**src/rtl/hist_eq_divider_pkg.sv**
```systemverilog
// Shared types and constants for the histogram-equalisation normalisation stage.
package hist_eq_divider_pkg;

    localparam int          LANE_W    = 32;
    localparam int          NUM_LANES = 4;
    localparam int          NUM_W     = LANE_W + 8;
    localparam int          NUM_WORDS = 64;
    localparam logic [15:0] CDF_BASE  = 16'h0000;
    localparam logic [15:0] OUT_BASE  = 16'h0040;
    localparam logic [7:0]  LEVELS    = 8'd255;

    typedef enum logic [2:0] {
        ST_IDLE,
        ST_GETMAX,
        ST_LATMAX,
        ST_READ,
        ST_CAPT,
        ST_DIV,
        ST_WRITE
    } state_t;

    // Numerator (lane - cdf_min) * LEVELS; bins at or below cdf_min map to zero.
    function automatic logic [NUM_W-1:0] scale_lane(input logic [LANE_W-1:0] lane,
                                                    input logic [LANE_W-1:0] cmin);
        return (lane > cmin) ? NUM_W'(lane - cmin) * NUM_W'(LEVELS) : '0;
    endfunction

endpackage

```
**src/rtl/hist_eq_divider_if.sv**
```systemverilog
// Scratch-memory port bundle: two read ports, one write port, pass status strobes.
interface hist_eq_divider_if;
    import hist_eq_divider_pkg::*;

    logic [NUM_LANES*LANE_W-1:0] div_sc_mem_rd_data1;
    logic [NUM_LANES*LANE_W-1:0] div_sc_mem_rd_data2;
    logic [NUM_LANES*LANE_W-1:0] div_sc_mem_wt_data;
    logic [15:0]                 div_sc_mem_rd_addr1;
    logic [15:0]                 div_sc_mem_rd_addr2;
    logic [15:0]                 div_sc_mem_wt_addr;
    logic                        div_sc_mem_wt_en;
    logic                        div_sc_mem_rd_done;
    logic                        div_sc_mem_wt_done;

    modport master (
        input  div_sc_mem_rd_data1, div_sc_mem_rd_data2,
        output div_sc_mem_wt_data, div_sc_mem_rd_addr1, div_sc_mem_rd_addr2,
               div_sc_mem_wt_addr, div_sc_mem_wt_en, div_sc_mem_rd_done,
               div_sc_mem_wt_done
    );

    modport slave (
        output div_sc_mem_rd_data1, div_sc_mem_rd_data2,
        input  div_sc_mem_wt_data, div_sc_mem_rd_addr1, div_sc_mem_rd_addr2,
               div_sc_mem_wt_addr, div_sc_mem_wt_en, div_sc_mem_rd_done,
               div_sc_mem_wt_done
    );

endinterface

```
**src/rtl/hist_eq_divider_div_lane.sv**
```systemverilog
// 40/32-bit restoring divider, 8-bit saturating quotient over 8 cycles.
// The start cycle resolves quotient bit 7 so the result is final one cycle early.
module div_lane
    import hist_eq_divider_pkg::*;
(
    input  logic              clk,
    input  logic              reset,
    input  logic              start_i,
    input  logic [NUM_W-1:0]  dividend_i,
    input  logic [LANE_W-1:0] divisor_i,
    output logic              busy_o,
    output logic [7:0]        quot_o
);

    logic [NUM_W-1:0] rem_q, div_q;
    logic [NUM_W-1:0] rem_sel, div_sel, rem_d;
    logic [7:0]       quot_q;
    logic [2:0]       step_q;
    logic             busy_q, sat_q, zero_q, ge;

    always_comb begin
        rem_sel = start_i ? dividend_i : rem_q;
        div_sel = start_i ? {1'b0, divisor_i, 7'b0} : div_q;
        ge      = rem_sel >= div_sel;
        rem_d   = ge ? rem_sel - div_sel : rem_sel;
    end

    always_ff @(posedge clk or posedge reset) begin
        if (reset) begin
            rem_q  <= '0;
            div_q  <= '0;
            quot_q <= '0;
            step_q <= '0;
            busy_q <= 1'b0;
            sat_q  <= 1'b0;
            zero_q <= 1'b0;
        end else if (start_i) begin
            rem_q  <= rem_d;
            div_q  <= div_sel >> 1;
            quot_q <= {7'b0, ge};
            step_q <= 3'd6;
            busy_q <= 1'b1;
            // Quotient of 256 or more cannot be represented: clamp to full scale.
            sat_q  <= dividend_i >= {divisor_i, 8'b0};
            zero_q <= divisor_i == '0;
        end else if (busy_q) begin
            rem_q  <= rem_d;
            div_q  <= div_q >> 1;
            quot_q <= {quot_q[6:0], ge};
            if (step_q == '0) begin
                busy_q <= 1'b0;
            end else begin
                step_q <= step_q - 3'd1;
            end
        end
    end

    assign busy_o = busy_q;
    assign quot_o = zero_q ? '0 : (sat_q ? LEVELS : quot_q);

endmodule

```
**src/rtl/hist_eq_divider.sv**
```systemverilog
// Maps each CDF bin to (cdf - cdf_min) * 255 / (cdf_max - cdf_min), one 128-bit word per 11 cycles.
//   state  | meaning
//   IDLE   | wait for enable
//   GETMAX | address last CDF word on port 2
//   LATMAX | latch cdf_min, range = cdf_max - cdf_min
//   READ   | address CDF word cnt on port 1
//   CAPT   | scale four lanes, start dividers
//   DIV    | 8 cycles of division
//   WRITE  | write mapped word, advance or finish
module hist_eq_divider
    import hist_eq_divider_pkg::*;
(
    input  logic               clk,
    input  logic               reset,
    input  logic               enable,
    input  logic [LANE_W-1:0]  cdf_min,
    hist_eq_divider_if.master  mem
);

    state_t                      state_q;
    logic [5:0]                  cnt_q;
    logic [2:0]                  div_cnt_q;
    logic [LANE_W-1:0]           cdf_min_q, range_q;
    logic [15:0]                 rd_addr1_q, rd_addr2_q, wt_addr_q;
    logic [NUM_LANES*LANE_W-1:0] wt_data_q;
    logic                        wt_en_q, rd_done_q, wt_done_q;

    logic [NUM_W-1:0]            num_d [NUM_LANES];
    logic [7:0]                  quot  [NUM_LANES];
    logic [NUM_LANES-1:0]        busy;
    logic                        start_div, last_word;

    assign start_div = state_q == ST_CAPT;
    assign last_word = cnt_q == 6'(NUM_WORDS - 1);

    always_comb begin
        for (int k = 0; k < NUM_LANES; k++) begin
            num_d[k] = scale_lane(mem.div_sc_mem_rd_data1[k*LANE_W +: LANE_W], cdf_min_q);
        end
    end

    for (genvar k = 0; k < NUM_LANES; k++) begin : g_lane
        div_lane u_div_lane (
            .clk       (clk),
            .reset     (reset),
            .start_i   (start_div),
            .dividend_i(num_d[k]),
            .divisor_i (range_q),
            .busy_o    (busy[k]),
            .quot_o    (quot[k])
        );
    end

    always_ff @(posedge clk or posedge reset) begin
        if (reset) begin
            state_q    <= ST_IDLE;
            cnt_q      <= '0;
            div_cnt_q  <= '0;
            cdf_min_q  <= '0;
            range_q    <= '0;
            rd_addr1_q <= '0;
            rd_addr2_q <= '0;
            wt_addr_q  <= '0;
            wt_data_q  <= '0;
            wt_en_q    <= 1'b0;
            rd_done_q  <= 1'b0;
            wt_done_q  <= 1'b0;
        end else begin
            wt_en_q   <= 1'b0;
            rd_done_q <= 1'b0;
            wt_done_q <= 1'b0;
            case (state_q)
                ST_IDLE: begin
                    if (enable) begin
                        cnt_q      <= '0;
                        rd_addr2_q <= CDF_BASE + 16'(NUM_WORDS - 1);
                        state_q    <= ST_GETMAX;
                    end
                end
                ST_GETMAX: state_q <= ST_LATMAX;
                ST_LATMAX: begin
                    cdf_min_q  <= cdf_min;
                    range_q    <= mem.div_sc_mem_rd_data2[4*LANE_W-1 -: LANE_W] - cdf_min;
                    rd_addr1_q <= CDF_BASE + {10'b0, cnt_q};
                    state_q    <= ST_READ;
                end
                ST_READ: state_q <= ST_CAPT;
                ST_CAPT: begin
                    rd_done_q <= last_word;
                    div_cnt_q <= 3'd7;
                    state_q   <= ST_DIV;
                end
                ST_DIV: begin
                    if (div_cnt_q != '0) begin
                        div_cnt_q <= div_cnt_q - 3'd1;
                    end else if (busy == '0) begin
                        wt_en_q   <= 1'b1;
                        wt_done_q <= last_word;
                        wt_addr_q <= OUT_BASE + {10'b0, cnt_q};
                        wt_data_q <= {24'b0, quot[3], 24'b0, quot[2],
                                      24'b0, quot[1], 24'b0, quot[0]};
                        state_q   <= ST_WRITE;
                    end
                end
                ST_WRITE: begin
                    if (last_word) begin
                        state_q <= ST_IDLE;
                    end else begin
                        cnt_q      <= cnt_q + 6'd1;
                        rd_addr1_q <= CDF_BASE + {10'b0, cnt_q + 6'd1};
                        state_q    <= ST_READ;
                    end
                end
                default: state_q <= ST_IDLE;
            endcase
        end
    end

    assign mem.div_sc_mem_rd_addr1 = rd_addr1_q;
    assign mem.div_sc_mem_rd_addr2 = rd_addr2_q;
    assign mem.div_sc_mem_wt_addr  = wt_addr_q;
    assign mem.div_sc_mem_wt_data  = wt_data_q;
    assign mem.div_sc_mem_wt_en    = wt_en_q;
    assign mem.div_sc_mem_rd_done  = rd_done_q;
    assign mem.div_sc_mem_wt_done  = wt_done_q;

endmodule

```
**src/flat_wrapper.sv**
```systemverilog
// flat-port wrapper written by rule: the top's interface ports become plain ports
module hist_eq_divider_flat import hist_eq_divider_pkg::*;
  (clk, reset, enable, cdf_min, mem_div_sc_mem_rd_data1, mem_div_sc_mem_rd_data2, mem_div_sc_mem_wt_data, mem_div_sc_mem_rd_addr1, mem_div_sc_mem_rd_addr2, mem_div_sc_mem_wt_addr, mem_div_sc_mem_wt_en, mem_div_sc_mem_rd_done, mem_div_sc_mem_wt_done);
  hist_eq_divider_if mem_i ();
  input  logic clk;
  input  logic reset;
  input  logic enable;
  input  logic [LANE_W-1:0] cdf_min;
  input wire logic [$bits(mem_i.div_sc_mem_rd_data1)-1:0] mem_div_sc_mem_rd_data1;
  input wire logic [$bits(mem_i.div_sc_mem_rd_data2)-1:0] mem_div_sc_mem_rd_data2;
  output wire logic [$bits(mem_i.div_sc_mem_wt_data)-1:0] mem_div_sc_mem_wt_data;
  output wire logic [$bits(mem_i.div_sc_mem_rd_addr1)-1:0] mem_div_sc_mem_rd_addr1;
  output wire logic [$bits(mem_i.div_sc_mem_rd_addr2)-1:0] mem_div_sc_mem_rd_addr2;
  output wire logic [$bits(mem_i.div_sc_mem_wt_addr)-1:0] mem_div_sc_mem_wt_addr;
  output wire logic [$bits(mem_i.div_sc_mem_wt_en)-1:0] mem_div_sc_mem_wt_en;
  output wire logic [$bits(mem_i.div_sc_mem_rd_done)-1:0] mem_div_sc_mem_rd_done;
  output wire logic [$bits(mem_i.div_sc_mem_wt_done)-1:0] mem_div_sc_mem_wt_done;
  assign mem_i.div_sc_mem_rd_data1 = mem_div_sc_mem_rd_data1;
  assign mem_i.div_sc_mem_rd_data2 = mem_div_sc_mem_rd_data2;
  assign mem_div_sc_mem_wt_data = mem_i.div_sc_mem_wt_data;
  assign mem_div_sc_mem_rd_addr1 = mem_i.div_sc_mem_rd_addr1;
  assign mem_div_sc_mem_rd_addr2 = mem_i.div_sc_mem_rd_addr2;
  assign mem_div_sc_mem_wt_addr = mem_i.div_sc_mem_wt_addr;
  assign mem_div_sc_mem_wt_en = mem_i.div_sc_mem_wt_en;
  assign mem_div_sc_mem_rd_done = mem_i.div_sc_mem_rd_done;
  assign mem_div_sc_mem_wt_done = mem_i.div_sc_mem_wt_done;
  hist_eq_divider u_core (.clk(clk), .reset(reset), .enable(enable), .cdf_min(cdf_min), .mem(mem_i));
endmodule
```
**config.mk**
```make
export PLATFORM = sky130hd
export DESIGN_NAME = hist_eq_divider_flat
export DESIGN_NICKNAME = d
export VERILOG_FILES = /design/src/rtl/hist_eq_divider_pkg.sv /design/src/rtl/hist_eq_divider_if.sv /design/src/rtl/hist_eq_divider_div_lane.sv /design/src/rtl/hist_eq_divider.sv /design/src/flat_wrapper.sv
export SDC_FILE = /design/constraint.sdc
export NUM_CORES = 2
export LEC_CHECK = 0
export CAP_MARGIN = 20
export CELL_PAD_IN_SITES_DETAIL_PLACEMENT = 1
export CELL_PAD_IN_SITES_GLOBAL_PLACEMENT = 2
export CORE_ASPECT_RATIO = 0.75
export CORE_MARGIN = 5
export CORE_UTILIZATION = 41
export DETAILED_ROUTE_END_ITERATION = 10
export PLACE_DENSITY = 0.95
export SYNTH_ARGS = -nofsm -noshare
export SYNTH_HDL_FRONTEND = slang
export SYNTH_SLANG_ARGS = --single-unit
export TNS_END_PERCENT = 100
```
**constraint.sdc**
```tcl
create_clock -name clk -period 32.6 [get_ports clk]
set_clock_uncertainty 0.15 [all_clocks]
set_input_delay 4.89 -clock clk [delete_from_list [all_inputs] [get_ports clk]]
set_output_delay 4.89 -clock clk [all_outputs]
set_load 0.005 [all_outputs]
```
==> run metrics <==
Residual DRC 0; detailed-placement wirelength estimate 196000 um; worst skew pair latency 0.68 ns; share of the yosys chip area belonging to registers 18.1%; CTS max path bufs 3; Fin. Hold Viols 0; Register Area 0.0123 sq mm; Top FF cell, synth dfrtp_1; initial antenna violation count 13; Worst Path Max Fanout 18; Crit path top cell by count fa_1; gr usage total 27.8%; DR vias 60114; Post-CTS Setup Bufs 0; outcome complete, no violations; Final ANT Viol Nets 0; Worst EP arrival 17.94 ns; largest net degree at the start of global routing 162; root buffer cell clkbuf_16; Setup TNS Final 0 ns; Num CTS Buffers 66; commonest non-fill, non-tap cell in the layout inv_1; Syn Inst Count 8178; CP Class input port to flip-flop; slew margin rel. 19.3%; crit path capture type flip-flop; R2R setup slack 18.58 ns; Slew Viols, Final 0; multi-input logic area 0.0495 sq mm; warning count from the yosys run 0; mean post-synth cell area 8.27 sq um; H-tree depth 3; first-pass GRT wire length 377000 um; worst hold-check path type flip-flop to flip-flop; # rows 129; number of synthesized register bits 490; reg-to-reg critical path startpoint u_core.cdf_min_q[1]$_DFFE_PP0P_; Max Clock Freq 0.0570 GHz; critical path's slowest cell nor2_2; max incr delay on CP 0.87 ns; FILL cells 19697; PostCTS Resize Cnt 0; MaxCap Viol Count 0; final net count 9901; vias in the first global route 64216; Die X 479 um; drt total wl 245000 um; unrepaired setup endpoints after global routing false; Critical Path Start Type input port; CP Launch Point mem_div_sc_mem_rd_data1[5]; GR Overflow Total 0; synth-to-layout area growth 10.2%; hold-fix buffers at CTS 0; Pre-antenna DRT Iters 5; DR WL/cell 23.2 um; count of cell types in the netlist 101; initial core utilization 41.1%; Hold Path Origin u_core.mem.div_sc_mem_wt_addr[6]$_DFFE_PP0P_; share of cells above drive strength 1 4.34%; ys async rst share 100%; IO Pins 470; measured slew at the worst slew-check pin 1.21 ns; height of the chip 362 um; Final Cycle Share 53.8%; GPL Wtd Cong 0.923; Core Area 0.164 sq mm; vias per cell 5.69; post-route minimum period 17.55 ns; die area 0.173 sq mm; register clock-pin slew on the reported worst setup and hold paths 0.06 ns; Port Buffer Count 248; drt first-iter violations 4413; clk sinks 490; Mapped Area 0.0676 sq mm; EDFF count, synth 0; Req. time, crit path 32.99 ns; Final setup viols 0; commonest non-fill, non-tap cells in the layout inv_1, a21oi_1, ha_1; TritonCTS clock tree built
layer usage:
layer  GRT usage (%)  vias up  share of wire [%]
li1                -    27725                  -
met1            36.5    30433                 43
met2            44.7     1523                 45
met3            5.95      427                7.0
met4            11.6        6                4.8
met5               0        -              0.017
metrics by stage:
stage | instance area, sq um | setup WS (ns) | utilization (%) | instances | hold slack, ns
6_report | 74500 | 15.05 | 45.3 | 10559 | 0.324
5_1_grt | 74500 | 14.61 | 45.3 | 10554 | 0.339
2_1_floorplan | 68100 | 13.88 | - | 8302 | 0.285
4_1_cts | 74400 | 15.49 | 45.2 | 10549 | 0.324
3_3_place_gp | 72200 | 15.17 | 43.9 | 10429 | 0.299
3_5_place_dp | 72200 | 14.85 | 43.9 | 10430 | 0.306
worst paths after layout:
| path | endpoint | depth (start not counted) |
|---|---|---|
| setup / recovery | u_core.g_lane[0].u_div_lane.rem_q[6]$_DFFE_PP0P_ | 44 |
| hold / removal | u_core.mem.div_sc_mem_wt_addr[6]$_DFFE_PP0P_ | 1 |
| setup reg to reg | u_core.g_lane[0].u_div_lane.rem_q[6]$_DFFE_PP0P_ | 45 |
| hold reg to reg | u_core.mem.div_sc_mem_wt_addr[6]$_DFFE_PP0P_ | 1 |
| max in group asynchronous | u_core.g_lane[1].u_div_lane.rem_q[36]$_DFFE_PP0P_ | 4 |
| min in group asynchronous | u_core.g_lane[3].u_div_lane.div_q[2]$_DFFE_PP0P_ | 2 |
critical path: cells and delay by family:
kind	cells	cell delay (ns)
adders and majority gates	7	2.98
xor gates and xnor gates	2	0.70
and+or+nand+nor	11	3.16
AOI/OAI and AO/OA	19	5.23
buffers and inverters	4	0.69
muxes	1	0.25
cells by family after synthesis:
| group | Yosys count | share of synthesized area, % |
|---|---|---|
| AO/OA/AOI/OAI | 2125 | 19.6 |
| XOR/XNOR | 506 | 6.60 |
| adder cells (fa/ha/maj) | 1278 | 29.9 |
| buffers and inverters | 1561 | 9.49 |
| flip-flops | 490 | 18.1 |
| multiplexers | 140 | 2.20 |
| other | 1 | 0.00555 |
| AND/OR/NAND/NOR | 2077 | 14.0 |
flip-flops by register name, indices dropped and copies added (netlist names), 3 cells and up:
signal,count
u_core.mem.div_sc_mem_wt_data,32
u_core.g_lane.u_div_lane.step_q,12
u_core.mem.div_sc_mem_rd_addr1,6
u_core.mem.div_sc_mem_wt_addr,7
u_core.g_lane.u_div_lane.rem_q,160
u_core.cnt_q,6
u_core.g_lane.u_div_lane.sat_q,4
u_core.g_lane.u_div_lane.quot_q,32
u_core.div_cnt_q,3
u_core.cdf_min_q,32
u_core.g_lane.u_div_lane.busy_o,4
u_core.range_q,32
u_core.g_lane.u_div_lane.div_q,152
u_core.state_q,3
cells in the mapped netlist, types with 197 or more instances:
| cell type | count | area, sq um |
|---|---|---|
| a21oi_1 | 797 | 3990 |
| dfrtp_1 | 490 | 12300 |
| a21o_1 | 243 | 1820 |
| o21ai_0 | 398 | 1990 |
| nand2_1 | 652 | 2450 |
| xor2_1 | 214 | 1870 |
| xnor2_1 | 290 | 2540 |
| inv_1 | 1174 | 4410 |
| nor2_1 | 695 | 2610 |
| fa_1 | 569 | 11400 |
| clkbuf_1 | 197 | 739 |
| ha_1 | 699 | 8750 |
layout make-up:
| cell class | instances | area share [%] |
|---|---|---|
| Antenna cell | 5 | 0.0168 |
| Clock buffer | 94 | 2.52 |
| Clock inverter | 25 | 0.475 |
| Inverter | 1178 | 5.95 |
| Multi-Input combinational cell | 6251 | 66.4 |
| Sequential cell | 490 | 16.5 |
| Tap cell | 2161 | 3.63 |
| Timing Repair Buffer | 355 | 4.51 |
Power is left out: the tool's default activity adds up to more than one toggle a clock period on the data nets, which glitch-free logic cannot reach.
